`src/rtl/reg_file.sv`:
```
// Three-read/one-write architectural register file with a committed-write counter.
// Define REG_FILE_BYPASS_EN to forward same-cycle write data to matching read ports.
module reg_file #(
  parameter int unsigned XLEN  = 32,
  parameter int unsigned NREGS = 32,
  parameter int unsigned AW    = 5
) (
  input  logic            clk,
  input  logic            rst_n,
  input  logic [AW-1:0]   A1,
  input  logic [AW-1:0]   A2,
  input  logic [AW-1:0]   A3,
  input  logic            WE3,
  input  logic [XLEN-1:0] WD3,
  output logic [XLEN-1:0] RD1,
  output logic [XLEN-1:0] RD2,
  input  logic [AW-1:0]   DbgA,
  output logic [XLEN-1:0] DbgD,
  output logic [31:0]     WrCount
);

  // x0 has no storage; it is hardwired to zero on every read port.
  logic [XLEN-1:0] r_regs [1:NREGS-1];
  logic [31:0]     r_wr_count;
  logic            w_wr_en;

  assign w_wr_en = WE3 && (A3 != '0);

  always_ff @(posedge clk or negedge rst_n) begin
    if (!rst_n) begin
      for (int i = 1; i < int'(NREGS); i++) begin
        r_regs[i] <= '0;
      end
      r_wr_count <= '0;
    end else if (w_wr_en) begin
      for (int i = 1; i < int'(NREGS); i++) begin
        if (A3 == AW'(i)) begin
          r_regs[i] <= WD3;
        end
      end
      r_wr_count <= r_wr_count + 32'd1;
    end
  end

  assign WrCount = r_wr_count;

  // Port 0 = RD1, 1 = RD2, 2 = DbgD; all share identical read semantics.
  for (genvar p = 0; p < 3; p++) begin : g_port
    logic [AW-1:0]   w_addr;
    logic [XLEN-1:0] w_data;

    assign w_addr = (p == 0) ? A1 : ((p == 1) ? A2 : DbgA);

    always_comb begin
      w_data = '0;
      if (rst_n) begin
        for (int i = 1; i < int'(NREGS); i++) begin
          if (w_addr == AW'(i)) begin
            w_data = r_regs[i];
          end
        end
`ifdef REG_FILE_BYPASS_EN
        // w_wr_en excludes A3 == 0, so x0 is never forwarded.
        if (w_wr_en && (w_addr == A3)) begin
          w_data = WD3;
        end
`endif
      end
    end
  end

  assign RD1  = g_port[0].w_data;
  assign RD2  = g_port[1].w_data;
  assign DbgD = g_port[2].w_data;

endmodule

```
`config.mk`:
```
export PLATFORM = sky130hd
export DESIGN_NAME = reg_file
export DESIGN_NICKNAME = d
export VERILOG_FILES = /design/src/rtl/reg_file.sv
export SDC_FILE = /design/constraint.sdc
export NUM_CORES = 2
export LEC_CHECK = 0
export ABC_AREA = 1
export BUFFER_PORTS_ARGS = -buffer_cell sky130_fd_sc_hd__buf_2
export CAP_MARGIN = 20
export CORE_MARGIN = 5
export CORE_UTILIZATION = 52
export CTS_CLUSTER_DIAMETER = 100
export DETAILED_ROUTE_END_ITERATION = 16
export MAX_ROUTING_LAYER = met4
export PLACE_DENSITY = 0.7
export SYNTH_ARGS = -nofsm -noshare
export SYNTH_HDL_FRONTEND = slang
export SYNTH_SLANG_ARGS = --single-unit
export TNS_END_PERCENT = 10
```
`constraint.sdc`:
```
create_clock -name clk -period 5.5 [get_ports clk]
set_input_delay 1.65 -clock clk [delete_from_list [all_inputs] [get_ports clk]]
set_output_delay 1.65 -clock clk [all_outputs]
set_load 0.02 [all_outputs]
```
== After elaboration in Yosys (flattened, before gate mapping) ==
Index checks and enable logic that the tools add are counted.

* Input port bits: 55
* Bits in registers: 1024
* Word-level logic and storage cells: 286

* Multiplexer cells: 96
* Reduce and logical (&&, ||, !) cells: 33
* Equal/unequal tests: 124
* $add $sub $neg: 1

{| class="wikitable"
|+ Operators by type and width
! operator !! number
|-
| two-way mux 32 bit || 96
|-
| == test 5 bit, second input constant || 64
|-
| == test 5 x 4 -> 1 bit, second input constant || 32
|-
| == test 5 x 3 -> 1 bit, second input constant || 16
|-
| AND reduction 2 bit || 31
|-
| == test 5 x 2 -> 1 bit, second input constant || 8
|-
| adder 32 x 1 -> 32 bit, second input constant || 1
|-
| == test 5 x 1 -> 1 bit, second input constant || 4
|-
| nonzero test 5 bit || 1
|-
| logical AND 1 bit || 1
|}

== Logic depth before layout (Yosys ltp) ==
* Depth in word-level cells: 33
* Mapped depth: 25
* Mapped depth without buffers: 24

== Least setup slack after synthesis ==
No wires, ideal clock.

* Path kind: input to output
* Start: input port A1[4]
* End: output port RD1[27]
* Data arrival time: 3681 ps
* Setup slack: 169 ps
* Buffers on the path: 3
* Stages: 17
* Cell sequence: buf_2 -> inv_1 -> buf_2 -> buf_2 -> nor2_1 -> inv_1 -> o21ai_0 -> inv_1 -> nand4_1 -> nand2_1 -> nand3_1 -> nand2_1 -> nand3_1 -> nand2_1 -> nand4_1 -> nand2_1 -> a21oi_1

* Longest elaborated chain between the ends: 33

{| class="wikitable"
|+ RTL lines
! item !! line !! RTL
|-
| start: declaration || 10 || <nowiki>input logic [AW-1:0] A1,</nowiki>
|-
| == test 5 x 1 -> 1 bit || 58 || <nowiki>if (w_addr == AW'(i)) begin</nowiki>
|-
| two-way mux 32 bit (30 in a row) || 58 ||
|-
| two-way mux 32 bit (*) || 58 ||
|-
| two-way mux 32 bit (*) || 56 || <nowiki>if (rst_n) begin</nowiki>
|-
| end: declaration || 15 || <nowiki>output logic [XLEN-1:0] RD1,</nowiki>
|}

Every way passes the cells marked *; elsewhere a longest branch is shown, timed or not.

== Worst setup path in the final report ==
* Start: input port DbgA[0]
* End: output port DbgD[8]

* Longest elaborated chain between the ends: 33

{| class="wikitable"
|+ RTL lines
! item !! line !! RTL
|-
| start: declaration || 17 || <nowiki>input logic [AW-1:0] DbgA,</nowiki>
|-
| == test 5 x 1 -> 1 bit || 58 ||
|-
| two-way mux 32 bit (30 in a row) || 58 ||
|-
| two-way mux 32 bit (*) || 58 ||
|-
| two-way mux 32 bit (*) || 56 ||
|-
| end: declaration || 18 || <nowiki>output logic [XLEN-1:0] DbgD,</nowiki>
|}

Marks and branches as above.

==> impl_metrics.json <==
{
  "die_y_um": 352,
  "hold_class": "reg2reg",
  "switching_share_pct": 34.2,
  "synth_compound_area_share_pct": 11.5,
  "yosysSeqAreaShare_pct": 42.1,
  "drt_iter0_drc": 11769,
  "gp_congestion": 1.08,
  "initial_utilization_pct": 52.3,
  "post-synth-top-count-cell": "nand2_1",
  "grt_start_max_net_pins": 153,
  "critical_path_class": "in2out",
  "drive_gt1_share_pct": 16.4,
  "worst_pin_slew_ns": 1.09,
  "row_count": 125,
  "synth-xor-area-share_pct": 0.403,
  "regToRegSetupSlack_ns": 2.91,
  "hold_path_depth": 2,
  "worstReg2RegStart": "WrCount[0]",
  "synth_top_family_by_area": "simple AND/OR/NAND/NOR gates",
  "route.detailed.drc": 0,
  "yosys_register_bits": 1024,
  "grt_pass1_vias": 63715,
  "slew_violations": 0,
  "grtUsageTotal_pct": 46.2,
  "seq_power_share_pct": 46.1,
  "synth_top_area_share_pct": 42.1,
  "relSlewSlack_pct": 27.2,
  "synth_cells": 9259,
  "rsz0062_at_grt": "true",
  "startpoint_type": "primary input",
  "path_clk_slew_ns": 0.06,
  "clock_path_buffers": 3,
  "die_x_um": 352,
  "vias_per_cell": 6.11,
  "ir_drop_mv": 0.367,
  "port_buffers": 182,
  "muxShareOfSynthArea_pct": 0,
  "syn_to_final_growth_pct": 23.0,
  "root_buffer": "clkbuf_16",
  "numCtsBuffers": 119,
  "violations": "negative setup slack",
  "setup_viol": 96,
  "fin_setup_tns_ns": -100.16,
  "synth_fa_ha_area_share_pct": 0.0206,
  "finalHoldViolCount": 0,
  "whs_endpoint": "r_regs[275]",
  "htreeDepth": 3,
  "synth_area_leader_cell": "dfrtp_1",
  "netlist_top_cells_area": "dfrtp_1, nand2_1, o21ai_0",
  "grt_pass1_wl_mm": 421,
  "total_power_mw": 22.7,
  "core_mm2": 0.116,
  "cts_tree": "built",
  "power_frac_clock_pct": 35.3,
  "synth-main-ff-cell": "dfrtp_1",
  "cp_data_arrival_time_ns": 5.13,
  "outcome": "complete, but fails checks",
  "syn_nets": 9315,
  "fin_ws_ns": -1.28,
  "min_period_over_period_pct": 123,
  "comb_power_share_pct": 18.6,
  "firstDrtPassIters": 10,
  "p_switching_mw": 7.77,
  "path_max_fanout": 6,
  "synth-simple-area-share_pct": 37.4,
  "intPower_mw": 14.9,
  "p_per_area_mw_per_mm2": 303,
  "ff2ff_path_depth": 14,
  "die_area_mm2": 0.124,
  "timing.rr.end": "WrCount[29]",
  "synth-edff-count": 0,
  "antenna_found_initial": 7,
  "min_period_ns": 6.78,
  "fmax_ghz": 0.148,
  "ios": 183,
  "nNetsFinal": 9849,
  "wirelength_mm": 287,
  "detail-route-antenna-nets": 0,
  "vias": 69776,
  "maxCapViolations": 0,
  "min-delay-start": "r_regs[275]",
  "leakagePower_nw": 34.8,
  "dp_hpwl_mm": 209,
  "yosysUniqueCellTypes": 41,
  "synth_warnings": 0,
  "required_ns": 3.85,
  "grt_remaining_overflow": 0,
  "dp_cells": 11136,
  "clock_latency_ns": 0.75,
  "hold_ws_ns": 0.485,
  "clock_skew_ns": 0.00805,
  "synth.cell_area_mm2": 0.0608,
  "ys_async_sr_fraction_pct": 100,
  "routedWlPerCell_um": 25.2,
  "netlist_top_cells_count": "nand2_1, o21ai_0, dfrtp_1, nor2_1, inv_1",
  "cp-end-kind": "output pin",
  "avgSynthCellArea_um2": 6.57,
  "clock-sinks": 1024,
  "final_cells": 11414
}
-- cells in the final DEF (no fill, tap or decap), types with 26 or more instances in the layout --
cell type and count:
clkbuf_16 121, nand3_1 145, buf_6 26, nand4_1 707
nor2_1 770, buf_12 153, nor2_2 179, nand2_2 88
o21ai_0 1179, inv_2 28, nand2_1 3439, or2_2 33
buf_2 155, a21oi_1 152, clkbuf_1 35, dfrtp_1 1024
buf_4 671, o21a_1 30, inv_1 715
-- cell families after synthesis --
group	Yosys count
adder cells (fa/ha/maj)	1
AO/OA/AOI/OAI	1377
buffers and inverters	1372
AND/OR/NAND/NOR	5457
XOR/XNOR	28
flip-flops	1024
-- flip-flops by register name, indices dropped and copies added (netlist names) --
signal and cells:
WrCount 32, r_regs 992
-- metal layers --
metal | part of all wire (%) | track usage (%) | vias up
met5 | 0 | - | -
met4 | 7.2 | 25.1 | 0
met3 | 13 | 11.3 | 1055
met2 | 42 | 65.7 | 5227
met1 | 38 | 60.8 | 32742
li1 | - | - | 30752
-- power by group through the flow --
stage | combinational (mW) | clock (mW) | sequential, mW
final | 4.22 | 8.00 | 10.5
after floorplan | 2.30 | 0 | 10.1
after detailed placement | 3.98 | 0 | 10.5
after global routing | 4.63 | 8.34 | 10.6
after CTS | 4.07 | 8.03 | 10.4
after global placement | 3.87 | 0 | 10.4
-- worst max-delay path: stages --
cell,delay [ns]
buf_4,0.14
nand4_1,0.18
buf_4,0.24
buf_12,0.14
buf_4,0.12
nor2_1,0.03
nor2_1,0.24
nand4_1,0.24
nand2_1,0.19
nand4_1,0.10
nor2_1,0.09
nand4_1,0.22
nor2_2,0.18
nand4_1,0.13
nor2_1,0.13
nand4_1,0.22
nor2_1,0.18
nand4_1,0.14
nor2_1,0.13
nand4_1,0.11
nand2_1,0.10
inv_1,0.04
buf_2,0.15
-- how the worst max path moves through the flow --
stage,start,endpoint
final,DbgA[0],DbgD[8]
after global routing,DbgA[3],DbgD[2]
after CTS,DbgA[3],DbgD[31]
after detailed placement,A2[1],RD2[12]
after global placement,A2[1],RD2[12]
after floorplan,A1[4],RD1[27]
-- metrics by stage --
stage          setup slack (ns)  cell area (um^2)  utilization, %
3_5_place_dp              -1.53             69100            59.5
6_report                  -1.28             74800            64.4
3_3_place_gp              -1.52             69100            59.5
4_1_cts                   -1.19             74000            63.7
2_1_floorplan             0.169             60800               -
5_1_grt                   -1.34             74800            64.4
-- final cells by class --
type / instances / area (um^2)
fillers: 10543 / 41400
multi-input cells: 6863 / 31100
flip-flops and latches: 1024 / 25600
repair buffers: 1020 / 9420
clock buffers: 178 / 3440
inverters: 765 / 2910
well taps: 1524 / 1910
clock inverters: 35 / 418
diodes: 5 / 12.5
-- what timing repair did --
| item | 4_1_cts | 5_1_grt |
|---|---|---|
| hold buffers | 0 | 0 |
| gates resized for setup | 262 | 133 |
| buffers inserted | 27 | 34 |
| gates cloned | 0 | 2 |
| endpoints found under the setup margin | 96 | 96 |
| pin swaps | 104 | 101 |
Note: power is estimated with default switching activity, not from simulation.
